File: config.mk
export PLATFORM = sky130hd
export DESIGN_NAME = ccff_chain_loader
export DESIGN_NICKNAME = d
export VERILOG_FILES = /design/src/rtl/ccff_chain_loader.sv
export SDC_FILE = /design/constraint.sdc
export NUM_CORES = 1
export LEC_CHECK = 0
export CAP_MARGIN = 20
export CORE_MARGIN = 4
export CORE_UTILIZATION = 44
export CTS_BUF_LIST = sky130_fd_sc_hd__clkbuf_16
export CTS_CLUSTER_DIAMETER = 150
export DETAILED_ROUTE_END_ITERATION = 7
export GPL_TIMING_DRIVEN = 1
export PLACE_DENSITY = 0.66
export SYNTH_ARGS = -nofsm -noshare
export SYNTH_HDL_FRONTEND = slang
export SYNTH_SLANG_ARGS = --single-unit
File: constraint.sdc
create_clock -name prog_clk -period 2.3 [get_ports prog_clk]
set_clock_uncertainty 0.2 [all_clocks]
set_input_delay 0.23 -clock prog_clk [delete_from_list [all_inputs] [get_ports prog_clk]]
set_output_delay 0.23 -clock prog_clk [all_outputs]
set_load 0.02 [all_outputs]
File: src/rtl/ccff_chain_loader.sv
// Configuration-chain loader: streams a bitstream into a serial ccff chain,
// recirculates the chain once to read it back, and compares CRC-8 signatures
// of the bits sent and the bits returned to decide done or error.
module ccff_chain_loader #(
  parameter int CHAIN_LEN = 8,
  parameter int DATA_W    = 8
) (
  input  logic              prog_clk,
  input  logic              prog_reset_n,
  input  logic              start,
  input  logic              abort,
  input  logic [DATA_W-1:0] cfg_data,
  input  logic              cfg_valid,
  output logic              cfg_ready,
  output logic              ccff_head,
  output logic              ccff_clk_en,
  input  logic              ccff_tail,
  output logic              busy,
  output logic              cfg_done,
  output logic              cfg_err
);

  localparam int CW = $clog2(CHAIN_LEN + 1);
  localparam int BW = $clog2(DATA_W + 1);
  localparam logic [CW-1:0] LEN_C    = CW'(CHAIN_LEN);
  localparam logic [CW-1:0] LAST_BIT = CW'(CHAIN_LEN - 1);

  typedef enum logic [2:0] {
    S_IDLE,
    S_LOAD,
    S_CHECK,
    S_COMPARE,
    S_DONE,
    S_ERROR
  } state_t;

  state_t            state_q, state_d;
  logic [DATA_W-1:0] buf_q, buf_d;
  logic [BW-1:0]     buf_cnt_q, buf_cnt_d;
  logic [CW-1:0]     bit_cnt_q, bit_cnt_d;
  logic [CW-1:0]     chk_cnt_q, chk_cnt_d;
  logic [7:0]        crc_in_q, crc_in_d;
  logic [7:0]        crc_out_q, crc_out_d;
  logic              done_q, done_d;
  logic              err_q, err_d;

  logic [CW-1:0]     remaining;
  logic [BW-1:0]     take;
  logic [DATA_W-1:0] take_mask;

  // One step of the bit-serial CRC-8, polynomial x^8+x^2+x+1.
  function automatic logic [7:0] crc8_step(input logic [7:0] crc, input logic din);
    logic fb;
    fb = crc[7] ^ din;
    return {crc[6:0], 1'b0} ^ (fb ? 8'h07 : 8'h00);
  endfunction

  // Size of the next word: all of it, or only the bits the chain still needs.
  always_comb begin
    remaining = LEN_C - bit_cnt_q;
    if (32'(remaining) >= 32'(DATA_W)) begin
      take = BW'(DATA_W);
    end else begin
      take = BW'(remaining);
    end
    take_mask = '0;
    for (int i = 0; i < DATA_W; i++) begin
      take_mask[i] = (i < int'(take));
    end
  end

  // Next-state and output logic; abort overrides whatever the busy states decided.
  always_comb begin
    state_d     = state_q;
    buf_d       = buf_q;
    buf_cnt_d   = buf_cnt_q;
    bit_cnt_d   = bit_cnt_q;
    chk_cnt_d   = chk_cnt_q;
    crc_in_d    = crc_in_q;
    crc_out_d   = crc_out_q;
    done_d      = done_q;
    err_d       = err_q;
    cfg_ready   = 1'b0;
    ccff_head   = 1'b0;
    ccff_clk_en = 1'b0;
    busy        = 1'b0;

    unique case (state_q)
      S_IDLE, S_DONE, S_ERROR: begin
        if (start) begin
          state_d   = S_LOAD;
          buf_d     = '0;
          buf_cnt_d = '0;
          bit_cnt_d = '0;
          chk_cnt_d = '0;
          crc_in_d  = '0;
          crc_out_d = '0;
          done_d    = 1'b0;
          err_d     = 1'b0;
        end
      end

      S_LOAD: begin
        busy = 1'b1;
        if (buf_cnt_q != '0) begin
          ccff_clk_en = 1'b1;
          ccff_head   = buf_q[0];
          buf_d       = buf_q >> 1;
          buf_cnt_d   = buf_cnt_q - BW'(1);
          bit_cnt_d   = bit_cnt_q + CW'(1);
          crc_in_d    = crc8_step(crc_in_q, buf_q[0]);
          if (bit_cnt_q == LAST_BIT) begin
            state_d = S_CHECK;
          end
        end else if (remaining != '0) begin
          cfg_ready = 1'b1;
          if (cfg_valid) begin
            buf_d     = cfg_data & take_mask;
            buf_cnt_d = take;
          end
        end
      end

      S_CHECK: begin
        busy        = 1'b1;
        ccff_clk_en = 1'b1;
        ccff_head   = ccff_tail;
        crc_out_d   = crc8_step(crc_out_q, ccff_tail);
        chk_cnt_d   = chk_cnt_q + CW'(1);
        if (chk_cnt_q == LAST_BIT) begin
          state_d = S_COMPARE;
        end
      end

      S_COMPARE: begin
        busy = 1'b1;
        if (crc_out_q == crc_in_q) begin
          state_d = S_DONE;
          done_d  = 1'b1;
        end else begin
          state_d = S_ERROR;
          err_d   = 1'b1;
        end
      end

      default: begin
        state_d = S_IDLE;
      end
    endcase

    if (busy && abort) begin
      state_d   = S_ERROR;
      err_d     = 1'b1;
      done_d    = 1'b0;
      buf_d     = '0;
      buf_cnt_d = '0;
    end
  end

  // State and datapath registers, cleared immediately by reset.
  always_ff @(posedge prog_clk or negedge prog_reset_n) begin
    if (!prog_reset_n) begin
      state_q   <= S_IDLE;
      buf_q     <= '0;
      buf_cnt_q <= '0;
      bit_cnt_q <= '0;
      chk_cnt_q <= '0;
      crc_in_q  <= '0;
      crc_out_q <= '0;
      done_q    <= 1'b0;
      err_q     <= 1'b0;
    end else begin
      state_q   <= state_d;
      buf_q     <= buf_d;
      buf_cnt_q <= buf_cnt_d;
      bit_cnt_q <= bit_cnt_d;
      chk_cnt_q <= chk_cnt_d;
      crc_in_q  <= crc_in_d;
      crc_out_q <= crc_out_d;
      done_q    <= done_d;
      err_q     <= err_d;
    end
  end

  assign cfg_done = done_q;
  assign cfg_err  = err_q;

endmodule

# Word-level counts from Yosys, hierarchy flattened
# Cells that the tools add are included.
# op_classes
add_sub_neg	4
mul	0
div_mod_pow	0
n_lt_le_gt_ge	9
n_eq_ne	18
n_shift	0
muxes	43
bitwise	5
reduce_logical	16
# ops
op	count
8-bit two-way mux	6
8-bit one-hot mux with 2 select lines	3
4-bit two-way mux	7
4-bit one-hot mux with 2 select lines	3
3-bit two-way mux	7
3-bit inequality test, second input constant	6
3-bit by 4-bit < comparator with 1-bit output, first input constant	4
8-bit by 3-bit bitwise XOR with 8-bit output	2
1-bit two-way mux	12
3-bit one-hot mux with 4 select lines	1
3-bit AND reduction	3
4-bit by 1-bit adder with 4-bit output, second input constant	2
8-bit bitwise AND	1
4-bit by 3-bit == test with 1-bit output, second input constant	2
8-bit == test	1
1-bit by 4-bit < comparator with 1-bit output, first input constant	2
2-bit by 4-bit < comparator with 1-bit output, first input constant	2
4-bit inequality test, second input constant	2
1-bit one-hot mux with 2 select lines	4
4-bit AND reduction	2
4-bit nonzero test	2
3-bit by 2-bit == test with 1-bit output, second input constant	2
3-bit == test, second input constant	2
3-bit nonzero test	2
other kinds (11)	15
# word_totals
register_bits	41
latchBits	0
mem_bits_rw	0
romBits	0
input_bits	14
output_inout_bits	6
word_cells	104
memories	0

# Logic depth before layout (Yosys ltp)
# Gate-level depths: netlist of run 1.
# logic_depth
word_depth	10
ltp_mapped	9
ltp_nobuf	7

# Worst setup path before layout of run 1
# No wires, ideal clock.
# synth_timing
kind	reg2reg
start	reg buf_cnt_q[0]
end	reg buf_q[1]
setup_time_ns	0.129
arrival_time_ns	1.843
required_ns	1.971
setup_slack_ns	0.128
stages_incl_launch_ff	8
path_buffers	1
period_less_slack_ns	2.172
path_cell_list	dfrtp_1 inv_1 ha_1 nor3b_2 clkbuf_1 mux2_2 o311ai_0 nand2_1
# synth_via
elab_chain_len	4
elab_cells_between_ends	7
classes_between	eq/ne: 2; mux: 3; reduce/logical: 2
# synth_lines
element	line	rtl
from (decl)	39	logic [BW-1:0] buf_cnt_q, buf_cnt_d;
from (signal assigned)	175	buf_cnt_q <= buf_cnt_d;
4-bit nonzero test *	105	if (buf_cnt_q != '0) begin
8-bit two-way mux	105	
8-bit one-hot mux with 2 select lines	88	unique case (state_q)
8-bit two-way mux	151	if (busy && abort) begin
to (signal assigned)	174	buf_q <= buf_d;
to (decl)	38	logic [DATA_W-1:0] buf_q, buf_d;
# Mark *: on every way between the ends. The rest lies on a longest branch, timed or not.
# A chain may end at the register's enable or synchronous reset.

# Final worst setup path of run 1
# layout_timing
start	reg state_q[2]
end	reg buf_q[1]
# layout_via
elab_chain_len	6
elab_cells_between_ends	17
classes_between	eq/ne: 8; mux: 3; reduce/logical: 6
# layout_lines
element	line	rtl
from (decl)	37	state_t state_q, state_d;
from (signal assigned)	173	state_q <= state_d;
3-bit by 2-bit == test with 1-bit output or 3-bit by 1-bit == test with 1-bit output (tied branches)	88	
3-bit OR reduction (no source line)	--	
1-bit two-way mux	88	
1-bit logical AND	151	
4-bit inequality test (no source line), or another cell as far along	--	
4-bit AND reduction (no source line)	--	
# Several ways; a longest one is shown, not always the timed one.

==> results by group, run 1 <==
STA
  – Max Fclk: 0.457 GHz
  – Final hold vios: 0
  – Rel. slew slack: 0.648
  – Hold_ws: between 0.2 and 0.3 ns
  – Post-layout min period: 2.19 ns
  – Setup TNS: 0 ns
  – Unrepaired setup endpoints after global routing: false
  – Final Max Tran Viols: 0
  – Fin crit share: 0.951
  – Setup-failing EPs final: 0
  – Actual slew at the worst max-slew pin: roughly 0.53 ns

Routing
  – Total number of vias: ~2100
  – DRC violations left: 0
  – Initial DRC count: 141
  – Post-route ant nets: 0
  – Via density: 5.57
  – Aggregate routed wire length: about 5.9 mm
  – Drt wl/cell: between 15 and 20 um
  – DR pass1 iterations: 4

Floorplan
  – DIE AREA: 0.00679 mm^2
  – Ports: 20
  – Die width: 82.4 um
  – Die span in y: about 82 um
  – Site Rows: 26
  – Core area: about 0.0052 mm^2
  – Initial Utilization: 0.465

Worst setup path
  – Crit path DAT: about 2.2 ns
  – Worst-path fanout max: 9
  – Worst Setup Path Type: reg -> reg
  – Crit end category: flop
  – Critical Path RT: about 2.3 ns
  – CP Launch Type: flop

Clocking
  – CTS tree: yes
  – Total CTS buffers: 5
  – Root Driver: clkbuf_16
  – Clk_lat worst skew: 0.28 ns
  – Max Root-Sink Buffers: 2
  – H-tree depth: 2
  – Clk pin slew, worst setup/hold paths: approximately 0.060 ns
  – CTS Sinks: 41

Cells and area
  – Synthesis-to-finish area growth: 23.2%
  – Fin util: 0.573
  – Layout Nets: around 330
  – Share of post-route cells with drive strength above 1: 0.170
  – Most frequent cells in the layout: nand2_1 (50), dfrtp_1 (40), buf_4 (30)
  – Filler cell count: between 400 and 500
  – Antenna Cells: 0
  – Most common cell after layout, fill and taps aside: nand2_1

Power and ir drop
  – Max VDD drop: approximately 0.00068 V
  – Cell Pwr Density: approximately 1300 mW/mm^2
  – Total power: roughly 4000 uW
  – P_leak: between 0.001 and 0.0015 uW

Logic synthesis
  – Syn Area/Cell: 9.03 um^2
  – Unique masters post-synth: 52
  – Synthesized cell area: between 0.002 and 0.0025 mm^2
  – Commonest register cell after synthesis: dfrtp_1
  – #FFs+latches synth: 41
  – Number of flops mapped to enable cells by yosys: 0
  – Fraction of registers with async set/reset: 1.00
  – Sequential cell area fraction in the yosys report: 0.421
  – Syn nets: ~290
  – Yosys warns: 0
  – Post-Synthesis Cells: 270

Worst hold path
  – Worst Hold Class: reg -> reg

Placement
  – I/O Buffers: 19
  – Final HPWL DP: about 4.3 mm
  – Gpl congestion: roughly 0.88

Global route
  – GR Overflow Total: 0
  – Largest net degree at the start of global routing: between 40 and 50
  – Initial antenna violation count: 0
  – First-pass GRT wire length: ~10 mm
  – Global Route Usage Sum: 0.195
  – Vias in the first global route: between 2000 and 2500

Run
  – Max-cap violations: 0

Run status
  – Status: finished, final reports clean
routing by layer:
layer | vias up | wire length, um | track usage
met5 | - | 0 | 0
met4 | 0 | 87 | 0.0565
met3 | 10 | 272 | 0.0390
met2 | 47 | 2430 | 0.268
met1 | 1025 | 3150 | 0.305
li1 | 1046 | - | -
what timing repair did:
item,in CTS,in global routing
hold endpoints to repair,41,0
setup endpoints to repair,13,13
hold buffers,1,0
resized for setup,6,5
setup buffers,0,0
power breakdown:
group / switching, uW / internal (uW) / leakage [uW]
logic: 1280 / 992 / 0.000718
registers: 164 / 906 / 0.000559
clock network: 278 / 392 / 0.0000633
final timing paths:
path	from	to	slack, ns	depth (start not counted)
max	state_q[2]$_DFFE_PN0P_	buf_q[1]$_DFFE_PN0P_	0.11	5
min	cfg_done$_DFFE_PN0P_	cfg_done$_DFFE_PN0P_	0.28	1
max reg2reg	state_q[2]$_DFFE_PN0P_	buf_q[1]$_DFFE_PN0P_	0.11	5
min reg2reg	cfg_done$_DFFE_PN0P_	cfg_done$_DFFE_PN0P_	0.28	1
max in group asynchronous	prog_reset_n	state_q[1]$_DFFE_PN0P_	1.16	3
min in group asynchronous	prog_reset_n	bit_cnt_q[3]$_DFFE_PN0P_	0.35	3
synthesized netlist by cell type (all sizes together) (2+ instances only):
| cell | count | area, um^2 |
|---|---|---|
| o31ai | 3 | 36.3 |
| buf | 7 | 56.3 |
| a31oi | 3 | 18.8 |
| a21oi | 11 | 58.8 |
| clkbuf | 8 | 30.0 |
| a22oi | 2 | 15.0 |
| nor3b | 7 | 62.6 |
| nor2b | 3 | 18.8 |
| nand4 | 3 | 18.8 |
| ha | 5 | 62.6 |
| or4b | 2 | 23.8 |
| nand2 | 50 | 188 |
| nor3 | 5 | 30.0 |
| o21ai | 28 | 144 |
| inv | 8 | 30.0 |
| o22ai | 4 | 25.0 |
| xor2 | 8 | 70.1 |
| dfrtp | 41 | 1030 |
| o311ai | 3 | 26.3 |
| xnor2 | 11 | 96.3 |
| nand2b | 3 | 18.8 |
| a21o | 4 | 30.0 |
| nor2 | 18 | 75.1 |
| a22o | 11 | 96.3 |
| mux2 | 2 | 22.5 |
| nand3 | 4 | 20.0 |
metrics by stage:
stage	cells	instance area [um^2]	setup slack, ns
after floorplan	270	2440	0.128
after global placement	374	2850	-0.0560
after detailed placement	374	2850	-0.132
after CTS	382	3000	0.0323
after global routing	382	3000	0.0148
final	382	3000	0.113
worst max-delay path, stage by stage (launching register included):
cell      delay, ns
dfrtp_1        0.37
buf_4          0.16
or4b_4         0.61
a21oi_2        0.41
o311ai_0       0.25
nand2_1        0.13
cells by family (layout without fill, tap and decap cells):
| logic type | count (synthesis) | in the layout | share of synthesized area |
|---|---|---|---|
| AO/OA/AOI/OAI | 82 | 82 | 0.232 |
| adder cells (fa/ha/maj) | 5 | 5 | 0.0257 |
| multiplexers | 3 | 3 | 0.0133 |
| AND/OR/NAND/NOR | 97 | 97 | 0.193 |
| flip-flops | 41 | 41 | 0.421 |
| XOR/XNOR | 19 | 19 | 0.0683 |
| buffers and inverters | 23 | 65 | 0.0477 |
registers in the layout, summed over array words and instances, names as in the netlist:
register / count
cfg_done: 1
state_q: 3
bit_cnt_q: 4
chk_cnt_q: 4
buf_q: 8
buf_cnt_q: 4
crc_in_q: 8
cfg_err: 1
crc_out_q: 8
layout make-up:
class | instances | area [um^2] | share of cell area
timing repair buffer | 50 | 414 | 0.138
clock inverter | 2 | 11.3 | 0.00375
sequential | 41 | 1030 | 0.342
inverter | 8 | 30.0 | 0.0100
clock buffer | 5 | 125 | 0.0417
tap | 70 | 87.6 | 0.0292
multi-input combinational | 206 | 1310 | 0.435
(Power assumes the default switching activity.)
==> run 2, diff against run 1 <==
--- a/config.mk
+++ b/config.mk
@@ -6,13 +6,13 @@
 export NUM_CORES = 1
 export LEC_CHECK = 0
 export CAP_MARGIN = 20
-export CORE_MARGIN = 4
 export CORE_UTILIZATION = 44
 export CTS_BUF_LIST = sky130_fd_sc_hd__clkbuf_16
 export CTS_CLUSTER_DIAMETER = 150
 export DETAILED_ROUTE_END_ITERATION = 7
 export GPL_TIMING_DRIVEN = 1
 export PLACE_DENSITY = 0.66
+export SLEW_MARGIN = 5
 export SYNTH_ARGS = -nofsm -noshare
 export SYNTH_HDL_FRONTEND = slang
 export SYNTH_SLANG_ARGS = --single-unit
==> results by group, run 2 (synthesis gave the netlist of run 1 again) <==
Global route
  – Initial antenna violation count: 0
  – GR Overflow Total: 0
  – Vias in the first global route: 1962
  – Global Route Usage Sum: 0.215
  – Largest net degree at the start of global routing: 42
  – First-pass GRT wire length: ~9.8 mm

Routing
  – Via density: 5.46
  – DRC violations left: 0
  – DR pass1 iterations: 4
  – Post-route ant nets: 0
  – Total number of vias: 2098
  – Drt wl/cell: ~15 um
  – Aggregate routed wire length: between 5 and 6 mm
  – Initial DRC count: around 220

Clocking
  – CTS Sinks: 41
  – Clk_lat worst skew: about 0.29 ns
  – Total CTS buffers: 5
  – Root Driver: clkbuf_16
  – H-tree depth: 2
  – Max Root-Sink Buffers: 2
  – Clk pin slew, worst setup/hold paths: roughly 0.06 ns
  – CTS tree: yes

Worst hold path
  – Worst Hold Class: reg -> reg

Placement
  – I/O Buffers: 19
  – DP Area: about 0.0028 mm^2
  – Final HPWL DP: ~4.2 mm
  – Placed Cells: around 370
  – Gpl congestion: 0.834

STA
  – Post-layout min period: between 2 and 2.5 ns
  – Setup-failing EPs final: 0
  – Unrepaired setup endpoints after global routing: false
  – Final Max Tran Viols: 0
  – Setup TNS: 0 ns
  – Fin crit share: 0.951
  – Final hold vios: 0
  – Actual slew at the worst max-slew pin: between 0.5 and 0.6 ns
  – Hold_ws: between 0.2 and 0.3 ns
  – Max Fclk: roughly 0.46 GHz
  – Rel. slew slack: 0.647

Worst setup path
  – Worst-path fanout max: 3
  – CP Launch Type: flop
  – Critical Path RT: between 1.5 and 2 ns
  – Crit path DAT: 1.76 ns
  – Worst Setup Path Type: reg -> out
  – Crit end category: output pin

Cells and area
  – Share of post-route cells with drive strength above 1: 0.182
  – Antenna Cells: 0
  – Final Non-Filler Cells: approximately 380
  – Layout Nets: 332
  – Design area: slightly above 0.003 mm^2
  – Most frequent cells in the layout: nand2_1 (50), dfrtp_1 (39), buf_4 (31)
  – Regs by FF count: buf_q x8, crc_in_q x8, crc_out_q x8
  – Most common cell after layout, fill and taps aside: nand2_1
  – Synthesis-to-finish area growth: 24.0%

Floorplan
  – Ports: 20
  – Die width: 76.4 um
  – Die span in y: between 70 and 80 um
  – Core area: 0.00520 mm^2
  – Site Rows: 26
  – DIE AREA: between 0.005 and 0.006 mm^2
  – Initial Utilization: 0.468

Run
  – Max-cap violations: 0

Run status
  – Status: finished, final reports clean

Power and ir drop
  – Max VDD drop: about 0.00073 V
  – Cell Pwr Density: between 1000 and 1500 mW/mm^2
  – Total power: around 4100 uW
  – P_leak: 0.00135 uW
run 2: changes by cell type in the layout (fill, tap and decap cells not counted), sizes merged:
cell / before / now
clkinvlp: 1 / 0
clkinv: 1 / 3
buf: 31 / 32
run 2: worst paths after layout:
path	start	slack (ns)	endpoint	depth (start not counted)
hold reg to reg	buf_q[1]$_DFFE_PN0P_	0.28	buf_q[1]$_DFFE_PN0P_	2
setup / recovery	buf_cnt_q[0]$_DFFE_PN0P_	0.11	ccff_head	6
hold / removal	buf_q[1]$_DFFE_PN0P_	0.28	buf_q[1]$_DFFE_PN0P_	2
min in group asynchronous	prog_reset_n	0.34	crc_in_q[1]$_DFFE_PN0P_	3
max in group asynchronous	prog_reset_n	1.17	state_q[1]$_DFFE_PN0P_	3
setup reg to reg	state_q[2]$_DFFE_PN0P_	0.11	buf_cnt_q[3]$_DFFE_PN0P_	5
run 2: layer usage:
metal	part of all wire	GRT usage	routed length, um	vias to the layer above
met2	0.42	0.296	2450	48
met1	0.52	0.329	2990	995
li1	-	-	-	1048
met4	0.013	0.0769	73	0
met5	0	0	0	-
met3	0.044	0.0395	255	7
run 2: critical path, stage by stage, from the launching register on:
cell and delay (ns):
dfrtp_1 0.38, inv_1 0.11, ha_1 0.18, nor3b_4 0.24, nor3_2 0.08, a22o_1 0.20, clkdlybuf4s15_1 0.29
run 2: timing repair:
action,4_1_cts,5_1_grt
hold buffers,1,0
endpoints found under the setup margin,13,15
resized for setup,4,8
gates cloned,0,0
endpoints found under the hold margin,41,0
setup buffers,0,1
run 2: through the flow:
step / worst slack [ns] / utilization
after floorplan: 0.128 / -
final: 0.112 / 0.581
after global routing: 0.000107 / 0.581
after detailed placement: -0.0751 / 0.547
after global placement: -0.00438 / 0.547
after CTS: 0.0114 / 0.576
run 2: report_power, final:
part | internal (uW) | switching (uW) | total, uW
registers | 906 | 181 | 1090
logic | 1020 | 1260 | 2290
clock network | 398 | 296 | 695
run 2: cell type report:
cell class	instances	area [um^2]
clock buffers	5	125
clock inverters	3	17.5
fillers	473	2180
inverters	8	30.0
multi-input cells	206	1310
flip-flops and latches	41	1030
well taps	70	87.6
repair buffers	51	422
==> run 3, diff against run 2 <==
--- a/config.mk
+++ b/config.mk
@@ -11,7 +11,7 @@
 export CTS_CLUSTER_DIAMETER = 150
 export DETAILED_ROUTE_END_ITERATION = 7
 export GPL_TIMING_DRIVEN = 1
-export PLACE_DENSITY = 0.66
+export PLACE_DENSITY = 0.73
 export SLEW_MARGIN = 5
 export SYNTH_ARGS = -nofsm -noshare
 export SYNTH_HDL_FRONTEND = slang
==> results by group, run 3 (synthesis gave the netlist of run 1 again) <==
Routing
  – Drt wl/cell: ~15 um
  – Post-route ant nets: 0
  – DRC violations left: 0
  – DR pass1 iterations: 4
  – Via density: roughly 5.5
  – Initial DRC count: 146
  – Total number of vias: 2107
  – Aggregate routed wire length: roughly 6 mm

Global route
  – First-pass GRT wire length: between 9 and 10 mm
  – GR Overflow Total: 0
  – Largest net degree at the start of global routing: 42
  – Initial antenna violation count: 0
  – Vias in the first global route: between 1500 and 2000
  – Global Route Usage Sum: 0.215

STA
  – Rel. slew slack: 0.653
  – Post-layout min period: between 2 and 2.5 ns
  – Final hold vios: 0
  – Fin crit share: 0.972
  – Max Fclk: 0.447 GHz
  – Setup-failing EPs final: 0
  – Final Max Tran Viols: 0
  – Actual slew at the worst max-slew pin: around 0.52 ns
  – Unrepaired setup endpoints after global routing: false
  – Hold_ws: 0.267 ns

Floorplan
  – Initial Utilization: 0.468
  – Core area: roughly 0.0052 mm^2
  – Site Rows: 26
  – Ports: 20
  – Die width: 76.4 um
  – DIE AREA: 0.00584 mm^2
  – Die span in y: 76.4 um

Power and ir drop
  – P_leak: roughly 0.0014 uW
  – Cell Pwr Density: ~1400 mW/mm^2
  – Max VDD drop: 0.000741 V
  – Total power: about 4300 uW

Worst setup path
  – R2R setup slack: about 0.15 ns
  – Critical Path RT: 1.87 ns
  – CP startpoint: buf_cnt_q[0]$_DFFE_PN0P_
  – CP Launch Type: flop
  – R2r endpoint: buf_cnt_q[0]$_DFFE_PN0P_
  – Crit path to: cfg_ready
  – Worst R2R Path Depth: 7
  – Worst-path fanout max: 3
  – Crit path DAT: between 1.5 and 2 ns
  – Worst Setup Path Type: reg -> out
  – Reg2reg start: bit_cnt_q[1]$_DFFE_PN0P_
  – Crit end category: output pin

Clocking
  – Max Root-Sink Buffers: 2
  – CTS tree: yes
  – Root Driver: clkbuf_16
  – H-tree depth: 2
  – Clk_lat worst skew: ~0.28 ns
  – Total CTS buffers: 5
  – CTS Sinks: 41
  – Clk pin slew, worst setup/hold paths: approximately 0.060 ns

Cells and area
  – Most frequent cells in the layout: nand2_1 (50), dfrtp_1 (41), buf_4 (30)
  – Fin util: 0.589
  – Antenna Cells: 0
  – Final Non-Filler Cells: 383
  – Synthesis-to-finish area growth: 25.9%
  – Most common cell after layout, fill and taps aside: nand2_1
  – Layout Nets: 331
  – Regs by FF count: buf_q x8, crc_in_q x8, crc_out_q x8
  – Area of the multi-input gates: 0.00132 mm^2
  – Filler cell count: 446
  – Storage element area: around 0.001 mm^2
  – Share of post-route cells with drive strength above 1: 0.176

Placement
  – Gpl congestion: 0.894
  – Placed Cells: approximately 370
  – I/O Buffers: 19
  – Final HPWL DP: ~4.2 mm

Run
  – Max-cap violations: 0

Run status
  – Status: finished, final reports clean

Worst hold path
  – Worst Hold Class: reg -> reg
==> run 3: cell types whose count changed in the layout (fill, tap and decap cells not counted) <==
| cell | previous run | this run |
|---|---|---|
| o311ai_1 | 0 | 1 |
| buf_4 | 31 | 30 |
| clkinv_4 | 1 | 0 |
| nor2_4 | 1 | 2 |
| o311ai_0 | 3 | 2 |
| clkinv_2 | 1 | 0 |
| bufinv_16 | 0 | 2 |
| dfrtp_1 | 39 | 41 |
| nor2_2 | 1 | 0 |
| clkinv_1 | 1 | 0 |
| inv_6 | 0 | 1 |
| dfrtp_2 | 2 | 0 |
==> run 3: worst max-delay path, stage by stage (launching register included) <==
cell and delay [ns]:
dfrtp_1 0.37, inv_1 0.11, ha_1 0.20, nor3b_4 0.26, buf_4 0.16, nand2_1 0.11
a21oi_1 0.14, clkbuf_2 0.18
==> run 3: report_power, final <==
group / switching (uW) / internal, uW / leakage [uW]
Combinational: 1280 / 1010 / 0.000721
Sequential: 177 / 904 / 0.000560
Clock: 293 / 626 / 0.0000944
Total: 1750 / 2540 / 0.00138
==> run 3: metrics by stage <==
step                      setup slack, ns  TNS, ns  cell area [um^2]
after floorplan                     0.128        0              2440
after global placement             0.0248        0              2840
after detailed placement           -0.155   -0.715              2840
after CTS                          0.0327        0              3050
after global routing              0.00519        0              3070
final                              0.0642        0              3070
==> run 3: area by class of cell <==
type,count,share of cell area
clock buffers,5,0.0408
clock inverters,3,0.0224
inverters,8,0.00979
multi-input cells,206,0.429
flip-flops and latches,41,0.334
well taps,70,0.0285
repair buffers,50,0.135
==> run 3: repair_timing <==
item | 4_1_cts | 5_1_grt
resized for setup | 5 | 7
hold buffers | 1 | 0
setup buffers | 0 | 1
hold endpoints to repair | 41 | 0
setup endpoints to repair | 13 | 19
==> run 3: worst min-delay path by stage <==
stage	cells past startpoint	to	startpoint	slack, ns
floorplan	0	bit_cnt_q[0]$_DFFE_PN0P_	prog_reset_n	-0.27
global placement	2	buf_q[1]$_DFFE_PN0P_	prog_reset_n	0.13
detailed placement	2	buf_q[2]$_DFFE_PN0P_	prog_reset_n	0.13
CTS	2	buf_q[1]$_DFFE_PN0P_	buf_q[1]$_DFFE_PN0P_	0.27
global route	1	cfg_done$_DFFE_PN0P_	cfg_done$_DFFE_PN0P_	0.32
finish	2	buf_q[1]$_DFFE_PN0P_	buf_q[1]$_DFFE_PN0P_	0.27
==> run 3: layer usage <==
metal,wire length [um],vias to the layer above,track usage,part of all wire
met5,0,-,0,0
met3,216,10,0.0323,0.037
met1,2970,1003,0.321,0.51
li1,-,1046,-,-
met4,98,0,0.0808,0.017
met2,2590,48,0.313,0.44
